### config.mk
export PLATFORM = sky130hd
export DESIGN_NAME = microcode_sequencer
export DESIGN_NICKNAME = d
export VERILOG_FILES = /design/src/rtl/microcode_sequencer.sv
export SDC_FILE = /design/constraint.sdc
export NUM_CORES = 1
export LEC_CHECK = 0
export CORE_UTILIZATION = 55
export CTS_CLUSTER_DIAMETER = 40
export DETAILED_ROUTE_END_ITERATION = 7
export GPL_ROUTABILITY_DRIVEN = 0
export PLACE_DENSITY = 0.8
export SYNTH_ARGS = -nofsm -noshare
export SYNTH_HDL_FRONTEND = slang
export SYNTH_SLANG_ARGS = --single-unit
### constraint.sdc
create_clock -name CLK -period 3.9 [get_ports CLK]
set_input_delay 0.585 -clock CLK [delete_from_list [all_inputs] [get_ports CLK]]
set_output_delay 0.585 -clock CLK [all_outputs]
set_load 0.02 [all_outputs]
### src/rtl/microcode_sequencer.sv
// microcode_sequencer
//   Programmable controller for the register-file/ALU datapath. It holds a
//   16 x 29-bit writable control store. After Start it steps through
//   microwords, drives the datapath control lines from the current word, and
//   branches on the Datapath result bus.
//
// Ports
//   CLK, RST           clock (rising edge), synchronous active-high reset
//   Start              begin execution at START_ADDR (sampled in IDLE only)
//   Load_En/Addr/Data  control store write port (honoured in IDLE only)
//   Datapath           result bus from the datapath, used as branch condition
//   IE, OE             datapath input/output enables
//   WE, WA             register file write enable/address
//   REA, RAA           read port A enable/address
//   REB, RAB           read port B enable/address
//   S_ALU1, Cin        ALU function select and carry-in
//   Done               HALT word executing (one cycle per completed run)
//   Busy               high while in RUN
//   Err                sticky watchdog timeout flag
//   PC                 current microword address (debug)
//
// Microword: [28:26] COND, [25:22] NEXT, [21] WE, [20:17] WA, [16] REA,
//            [15:12] RAA, [11] REB, [10:7] RAB, [6:3] S_ALU1, [2] Cin,
//            [1] IE, [0] OE

module microcode_sequencer #(
    parameter int unsigned DW         = 16,
    parameter logic [3:0]  START_ADDR = 4'd0,
    parameter int unsigned MAX_STEPS  = 255
) (
    input  logic          CLK,
    input  logic          RST,
    input  logic          Start,
    input  logic          Load_En,
    input  logic [3:0]    Load_Addr,
    input  logic [28:0]   Load_Data,
    input  logic [DW-1:0] Datapath,
    output logic          IE,
    output logic          OE,
    output logic          WE,
    output logic [3:0]    WA,
    output logic          REA,
    output logic [3:0]    RAA,
    output logic          REB,
    output logic [3:0]    RAB,
    output logic [3:0]    S_ALU1,
    output logic          Cin,
    output logic          Done,
    output logic          Busy,
    output logic          Err,
    output logic [3:0]    PC
);

    typedef enum logic [0:0] {StIdle, StRun} state_t;

    localparam logic [2:0] COND_JMP   = 3'b001;
    localparam logic [2:0] COND_BRZ   = 3'b010;
    localparam logic [2:0] COND_BRNZ  = 3'b011;
    localparam logic [2:0] COND_BRONE = 3'b100;
    localparam logic [2:0] COND_HALT  = 3'b101;

    // Watchdog fires on the RUN cycle whose step count equals this value.
    localparam logic [7:0] LAST_STEP = 8'(MAX_STEPS - 1);

    logic [28:0] r_store [16];
    state_t      r_state;
    logic [3:0]  r_pc;
    logic [7:0]  r_steps;
    logic        r_err;

    logic [28:0] w_word;
    logic        w_run;
    logic [2:0]  w_cond;
    logic [3:0]  w_next;
    logic        w_is_halt;
    logic        w_take;
    logic [3:0]  w_pc_next;

    assign w_word    = r_store[r_pc];
    assign w_run     = (r_state == StRun);
    assign w_cond    = w_word[28:26];
    assign w_next    = w_word[25:22];
    assign w_is_halt = (w_cond == COND_HALT);

    // Branch decision; unused encodings 110/111 fall through to sequential.
    always_comb begin
        w_take = 1'b0;
        case (w_cond)
            COND_JMP:   w_take = 1'b1;
            COND_BRZ:   w_take = (Datapath == '0);
            COND_BRNZ:  w_take = (Datapath != '0);
            COND_BRONE: w_take = (Datapath == DW'(1));
            default:    w_take = 1'b0;
        endcase
        w_pc_next = w_take ? w_next : (r_pc + 4'd1);
    end

    // Control store: cleared on reset, writable only while idle.
    always_ff @(posedge CLK) begin
        if (RST) begin
            for (int i = 0; i < 16; i++) begin
                r_store[i] <= '0;
            end
        end else if (!w_run && Load_En) begin
            r_store[Load_Addr] <= Load_Data;
        end
    end

    // Sequencer FSM.
    always_ff @(posedge CLK) begin
        if (RST) begin
            r_state <= StIdle;
            r_pc    <= 4'd0;
            r_steps <= 8'd0;
            r_err   <= 1'b0;
        end else begin
            case (r_state)
                StIdle: begin
                    if (Start) begin
                        r_state <= StRun;
                        r_pc    <= START_ADDR;
                        r_steps <= 8'd0;
                        r_err   <= 1'b0;
                    end
                end
                StRun: begin
                    r_steps <= r_steps + 8'd1;
                    // PC is left on the final word so it stays visible in IDLE.
                    if (w_is_halt) begin
                        r_state <= StIdle;
                    end else if (r_steps == LAST_STEP) begin
                        r_state <= StIdle;
                        r_err   <= 1'b1;
                    end else begin
                        r_pc <= w_pc_next;
                    end
                end
                default: r_state <= StIdle;
            endcase
        end
    end

    // Outputs follow the current word combinationally and are forced low in IDLE.
    always_comb begin
        WE     = 1'b0;
        WA     = 4'd0;
        REA    = 1'b0;
        RAA    = 4'd0;
        REB    = 1'b0;
        RAB    = 4'd0;
        S_ALU1 = 4'd0;
        Cin    = 1'b0;
        IE     = 1'b0;
        OE     = 1'b0;
        Done   = 1'b0;
        if (w_run) begin
            WE     = w_word[21];
            WA     = w_word[20:17];
            REA    = w_word[16];
            RAA    = w_word[15:12];
            REB    = w_word[11];
            RAB    = w_word[10:7];
            S_ALU1 = w_word[6:3];
            Cin    = w_word[2];
            IE     = w_word[1];
            OE     = w_word[0];
            Done   = w_is_halt;
        end
    end

    assign Busy = w_run;
    assign Err  = r_err;
    assign PC   = r_pc;

endmodule

==> results of run 1 <==
[area by class of cell]
class | count | area [µm²] | area share (%)
flip-flops and latches | 482 | 14300 | 55.5
multi-input cells | 761 | 7310 | 28.4
repair buffers | 157 | 1550 | 6.02
clock buffers | 64 | 1500 | 5.80
well taps | 518 | 648 | 2.51
clock inverters | 41 | 445 | 1.73
inverters | 8 | 30.0 | 0.116
diodes | 2 | 5.00 | 0.0194
[cells in the final DEF (no fill, tap or decap), drive strengths merged, types with 3 or more instances in the layout]
master / count
and2: 490
clkinv: 19
clkdlybuf4s50: 81
nor2: 23
mux2i: 7
bufinv: 7
mux2: 3
nor4: 4
dfxtp: 18
nor3: 8
o21ai: 15
nand3: 9
inv: 17
clkinvlp: 6
mux4: 142
nand2b: 5
a211o: 3
buf: 75
nor3b: 4
nor2b: 3
a21oi: 8
clkbuf: 65
nand2: 7
or2: 5
edfxtp: 464
ha: 3
[final timing paths]
| check | endpoint | depth (start not counted) | slack [ns] | start |
|---|---|---|---|---|
| hold / removal | Err$_SDFFE_PP0P_ | 2 | 0.50 | Err$_SDFFE_PP0P_ |
| setup / recovery | WE | 6 | 0.08 | register |
| hold reg to reg | Err$_SDFFE_PP0P_ | 2 | 0.50 | Err$_SDFFE_PP0P_ |
| setup reg to reg | register | 9 | 1.09 | register |
[sequential cells by signal, summed over array words and instances (netlist names), named ones only]
signal and count:
Busy 1, r_steps 8, PC 4, Err 1, r_store 464
[power by group through the flow]
stage               Sequential [mW]  Combinational (mW)  Clock, mW
floorplan                      6.02               0.688          0
finish                         5.95                1.13       5.44
global route                   5.96                1.19       5.67
global placement               6.04                1.06          0
CTS                            5.95                1.11       5.47
detailed placement             6.05                1.08          0
[cells by family after synthesis]
| family | after synthesis | share of synthesized area (%) |
|---|---|---|
| and+or+nand+nor | 567 | 15.9 |
| adders and majority gates | 3 | 0.171 |
| AOI/OAI and AO/OA | 37 | 1.17 |
| DFF | 482 | 65.2 |
| buffers and inverters | 124 | 2.32 |
| muxes | 152 | 15.2 |
| xor gates and xnor gates | 2 | 0.0799 |
[layer usage]
layer | part of all wire (%) | GRT usage (%) | vias to the layer above | routed length [µm]
met3 | 9.6 | 6.59 | 119 | 5340
met2 | 50 | 46.1 | 675 | 27600
met4 | 3.2 | 10.5 | 2 | 1800
met5 | 0.023 | 0 | - | 13
met1 | 37 | 36.3 | 6381 | 20700
li1 | - | - | 5273 | -
[through the flow]
| step | TNS [ns] | cells |
|---|---|---|
| after floorplan | 0 | 1367 |
| after CTS | -0.320 | 2023 |
| after detailed placement | 0 | 1917 |
| final | 0 | 2033 |
| after global placement | 0 | 1917 |
| after global routing | -0.0217 | 2032 |
[repair_timing]
action | 4_1_cts | 5_1_grt
setup endpoints to repair | 19 | 18
setup buffers | 0 | 7
gates cloned | 1 | 1
gates resized for setup | 2 | 4
endpoints found under the hold margin | 0 | 0
[worst max-delay path, delay by kind of cell (launching register included)]
kind,cells,cell delay (ns)
buffers and inverters,3,0.90
DFF,1,0.41
muxes,2,1.10
and+or+nand+nor,1,0.19
==> impl_metrics.tcl, run 1 <==
set metrics [dict create \
    final-max-slew-violation-count 0 \
    path_common_cell "mux4_2" \
    worstSetupEndpointType "output pin" \
    cts_max_path_buffers 3 \
    synth.most_common_cell "and2_1" \
    track_usage_pct 28.0 \
    netlist.area_leader.share_pct 63.5 \
    maxCapViolations 0 \
    cp_max_fo 26 \
    drtPass1Iterations 5 \
    required_ns 3.31 \
    swShare_pct 22.9 \
    synth_top_area_cell "edfxtp_1" \
    p_leak_nw 9.20 \
    yosys-top-cells-count "and2_1 (489), edfxtp_1 (464), mux4_2 (140)" \
    fp.dieW_um 202 \
    dp_slack_ns 0.568 \
    p_per_area_mw_per_mm2 485 \
    worst_pin_slew_ns 0.748 \
    clkSlewWorstSetupHoldPaths_ns 0.06 \
    max_slew_margin_pct 50.2 \
    fmax_mhz 262 \
    cts.sinks 482 \
    internal_power_mw 9.66 \
    placed_cell_area_mm2 0.0237 \
    async_flop_share_pct 0 \
    route.vias.total 12500 \
    first_global_vias 13100 \
    worst_hold_slack_ns 0.499 \
    ys_types 52 \
    combPwrFrac_pct 9.1 \
    ys_warn_count 0 \
    avgSynthCellArea_um2 16.0 \
    period_needed_ns 3.82 \
    fillCellCount 2579 \
    critical_path.cell_chain "buf_4 -> buf_16 -> mux4_2 -> mux4_2 -> and2_1 -> clkdlybuf4s50_1" \
    finalWorstSetupSlack_ns 0.0769 \
    final_area_mm2 0.0258 \
    synthesis.nets 1423 \
    ios 82 \
    critical_path_class "reg2out" \
    grt_max_degree 38 \
    seqPwrFrac_pct 47.5 \
    hp-class "reg2reg" \
    fp-row-count 72 \
    grt-ovfl-total 0 \
    yosysSeqAreaShare_pct 65.2 \
    totalPowerFinal_mw 12.5 \
    via_per_inst 6.12 \
    finalCritPeriodShare_pct 98.0 \
    status "complete, no violations" \
    fin_util_pct 66.1 \
    chipHeight_um 202 \
    cts_tree "yes" \
    synth_edf_count 464 \
    dominantRegCellSynth "edfxtp_1" \
    drive_above_1_share_pct 23.9 \
    syn_area_mm2 0.0219 \
    drc_errors 0 \
    cp-start-kind "register" \
    antenna_found_initial 4 \
    setup_viol 0 \
    cts_hold_buffers 0 \
    portBuffers 81 \
    routedWlPerCell_um 27.3 \
    finClkSkew_ns 0.0121 \
    slowest_stage "mux4_2" \
    syn2layout_area_growth_pct 17.6 \
    synthTopCellsByArea "edfxtp_1 (64%), mux4_2 (14%), and2_1 (14%)" \
    ys_ff_latch 482 \
    wl_um 55500 \
    synthCells 1367 \
    coreArea_mm2 0.0390 \
    grt_pass1_wl_um 82200 \
    ant_nets 0 \
    critPathMaxStageDelay_ns 0.55 \
    final_nets 1523 \
    ir_drop_mv 0.401 \
    p_clk_share_pct 43.4 \
    cp.arrival_ns 3.24 \
    dpl.hpwl_um 32400 \
    final_hold_viol_count 0 \
    dieArea_mm2 0.0407 \
    worstSkewPairLatency_ns 0.60 \
    dr.first_iter.drc_count 1323 \
    htreeDepth 2 \
    switchingPower_mw 2.86 \
    cts-root-buf "clkbuf_16" \
    cts_made_buffers 57 \
    start_util_pct 56.2 \
]
(Power assumes the default switching activity.)
==> inputs of run 2 (changes only) <==
--- a/config.mk
+++ b/config.mk
@@ -10,6 +10,7 @@
 export DETAILED_ROUTE_END_ITERATION = 7
 export GPL_ROUTABILITY_DRIVEN = 0
 export PLACE_DENSITY = 0.8
+export RECOVER_POWER = 25
 export SYNTH_ARGS = -nofsm -noshare
 export SYNTH_HDL_FRONTEND = slang
 export SYNTH_SLANG_ARGS = --single-unit
==> run 2 against run 1 <==
Effect of this change: the flow now finishes with violations (capacitance limit, slew limit); combinational power hardly changed; via count is 0.66% higher; cell area is 0.48% lower; critical path depth stayed put; critical path type unchanged; critical endpoint unchanged; largest cell class unchanged.
==> impl_metrics.tcl, run 2 (same netlist as run 1, synthesis figures left out) <==
set metrics [dict create \
    worstSkewPairLatency_ns 0.60 \
    ant_nets 0 \
    setup_viol 0 \
    fin_util_pct 65.8 \
    route.vias.total 12500 \
    drive_above_1_share_pct 22.3 \
    largest_reg_flops 464 \
    critical_path_class "reg2out" \
    cts_hold_buffers 0 \
    setup_tns_ns 0 \
    finClkSkew_ns 0.0104 \
    grt_max_degree 38 \
    ios 82 \
    p_per_area_mw_per_mm2 487 \
    path_common_cell "mux4_2" \
    slowest_stage "mux4_2" \
    combPwrFrac_pct 9.0 \
    period_needed_ns 3.83 \
    antenna_found_initial 4 \
    violations "capacitance limit, slew limit" \
    cts_max_path_buffers 3 \
    clkSlewWorstSetupHoldPaths_ns 0.06 \
    status "complete, but fails checks" \
    htreeDepth 2 \
    required_ns 3.31 \
    finalCritPeriodShare_pct 98.1 \
    final_hold_viol_count 0 \
    swShare_pct 22.8 \
    cts_made_buffers 57 \
    placed_cell_area_mm2 0.0237 \
    cp.arrival_ns 3.24 \
    fp-row-count 72 \
    final_common_cell "edfxtp_1" \
    drtPass1Iterations 5 \
    cp_max_fo 26 \
    internal_power_mw 9.65 \
    fmax_mhz 261 \
    p_leak_nw 9.06 \
    final_nets 1523 \
    placed_cells_incl_taps 1917 \
    chipHeight_um 202 \
    fp.dieW_um 202 \
    final_cell_mix "edfxtp_1 (464), and2_1 (398), mux4_2 (140)" \
    dieArea_mm2 0.0407 \
    max_slew_margin_pct -15.8 \
    seqPwrFrac_pct 47.6 \
    portBuffers 81 \
    start_util_pct 56.2 \
    grt_pass1_wl_um 82200 \
    dr.first_iter.drc_count 1325 \
    via_per_inst 6.16 \
    final-max-slew-violation-count 43 \
    wl_um 55500 \
    finalWorstSetupSlack_ns 0.0737 \
    syn2layout_area_growth_pct 17.1 \
    final_area_mm2 0.0257 \
    worst_pin_slew_ns 1.74 \
    drc_errors 0 \
    cts-root-buf "clkbuf_16" \
    cts_tree "yes" \
    p_clk_share_pct 43.4 \
    grt-ovfl-total 0 \
    first_global_vias 13100 \
    track_usage_pct 28.0 \
    cp-start-kind "register" \
    maxCapViolations 2 \
    worst_hold_slack_ns 0.500 \
    switchingPower_mw 2.85 \
    critPathMaxStageDelay_ns 0.56 \
    worstSetupEndpointType "output pin" \
    cts.sinks 482 \
    dpl.hpwl_um 32400 \
    ir_drop_mv 0.399 \
    hp-class "reg2reg" \
    totalPowerFinal_mw 12.5 \
    finalNonFillerCells 2033 \
    top_register "r_store" \
    routedWlPerCell_um 27.3 \
    critical_path.cell_chain "buf_4 -> buf_16 -> mux4_2 -> mux4_2 -> and2_1 -> clkdlybuf4s50_1" \
    dp_slack_ns 0.568 \
    coreArea_mm2 0.0390 \
]
-- run 2: cell types whose count changed in the layout (fill, tap and decap cells not counted), moves of 2 or more --
cell,change
and2_0,+91
and2_1,-91
clkbuf_2,+2
clkbuf_1,+14
o21ai_0,+2
o21ai_4,-4
buf_4,-16
nor2_2,-6
clkdlybuf4s50_1,-7
o21ai_1,+2
dlygate4sd3_1,+7
nor2_1,+6
-- run 2: repair_timing --
item                                    4_1_cts  5_1_grt
pin swaps                                     0        0
endpoints found under the setup margin       19       18
resized for setup                             2        4
buffers inserted                              0        7
cloned                                        1        1
endpoints found under the hold margin         0        0
-- run 2: routing by layer --
metal	wire length (µm)	GRT usage, %
met2	27600	46.1
met3	5050	6.59
met1	21000	36.3
met5	13	0
met4	1790	10.5
-- run 2: area by class of cell --
cell class                 count  area, µm²
antenna                        2       5.00
clock buffer                  64       1500
clock inverter                41        445
fill                        2615      13300
inverter                       8       30.0
multi-input combinational    761       7250
sequential                   482      14300
tap                          518        648
timing repair buffer         157       1490
-- run 2: path summary, 6_finish.rpt --
| kind | start | endpoint | slack (ns) | cells past startpoint |
|---|---|---|---|---|
| min reg2reg | Err$_SDFFE_PP0P_ | Err$_SDFFE_PP0P_ | 0.50 | 2 |
| min | Err$_SDFFE_PP0P_ | Err$_SDFFE_PP0P_ | 0.50 | 2 |
| max | register | WE | 0.07 | 6 |
| max reg2reg | Busy$_SDFF_PP0_ | r_store[14][20]$_SDFFCE_PN0P_ | 0.47 | 5 |
-- run 2: power groups by stage --
stage / clock network, mW / logic (mW) / registers (mW)
after global routing: 5.67 / 1.18 / 5.96
after global placement: 0 / 1.06 / 6.04
after detailed placement: 0 / 1.08 / 6.05
after CTS: 5.47 / 1.11 / 5.95
final: 5.42 / 1.12 / 5.95
after floorplan: 0 / 0.688 / 6.02
-- run 2: critical path, delay by kind of cell, from the launching register on --
family | cells | cell delay [ns]
buffers and inverters | 3 | 0.91
DFF | 1 | 0.41
muxes | 2 | 1.11
and+or+nand+nor | 1 | 0.19
==> inputs of run 3 (changes only) <==
--- a/config.mk
+++ b/config.mk
@@ -11,6 +11,7 @@
 export GPL_ROUTABILITY_DRIVEN = 0
 export PLACE_DENSITY = 0.8
 export RECOVER_POWER = 25
+export SLEW_MARGIN = 20
 export SYNTH_ARGS = -nofsm -noshare
 export SYNTH_HDL_FRONTEND = slang
 export SYNTH_SLANG_ARGS = --single-unit
==> results of run 3 <==
Final layout, timing and power as in run 2 (identical DEF).
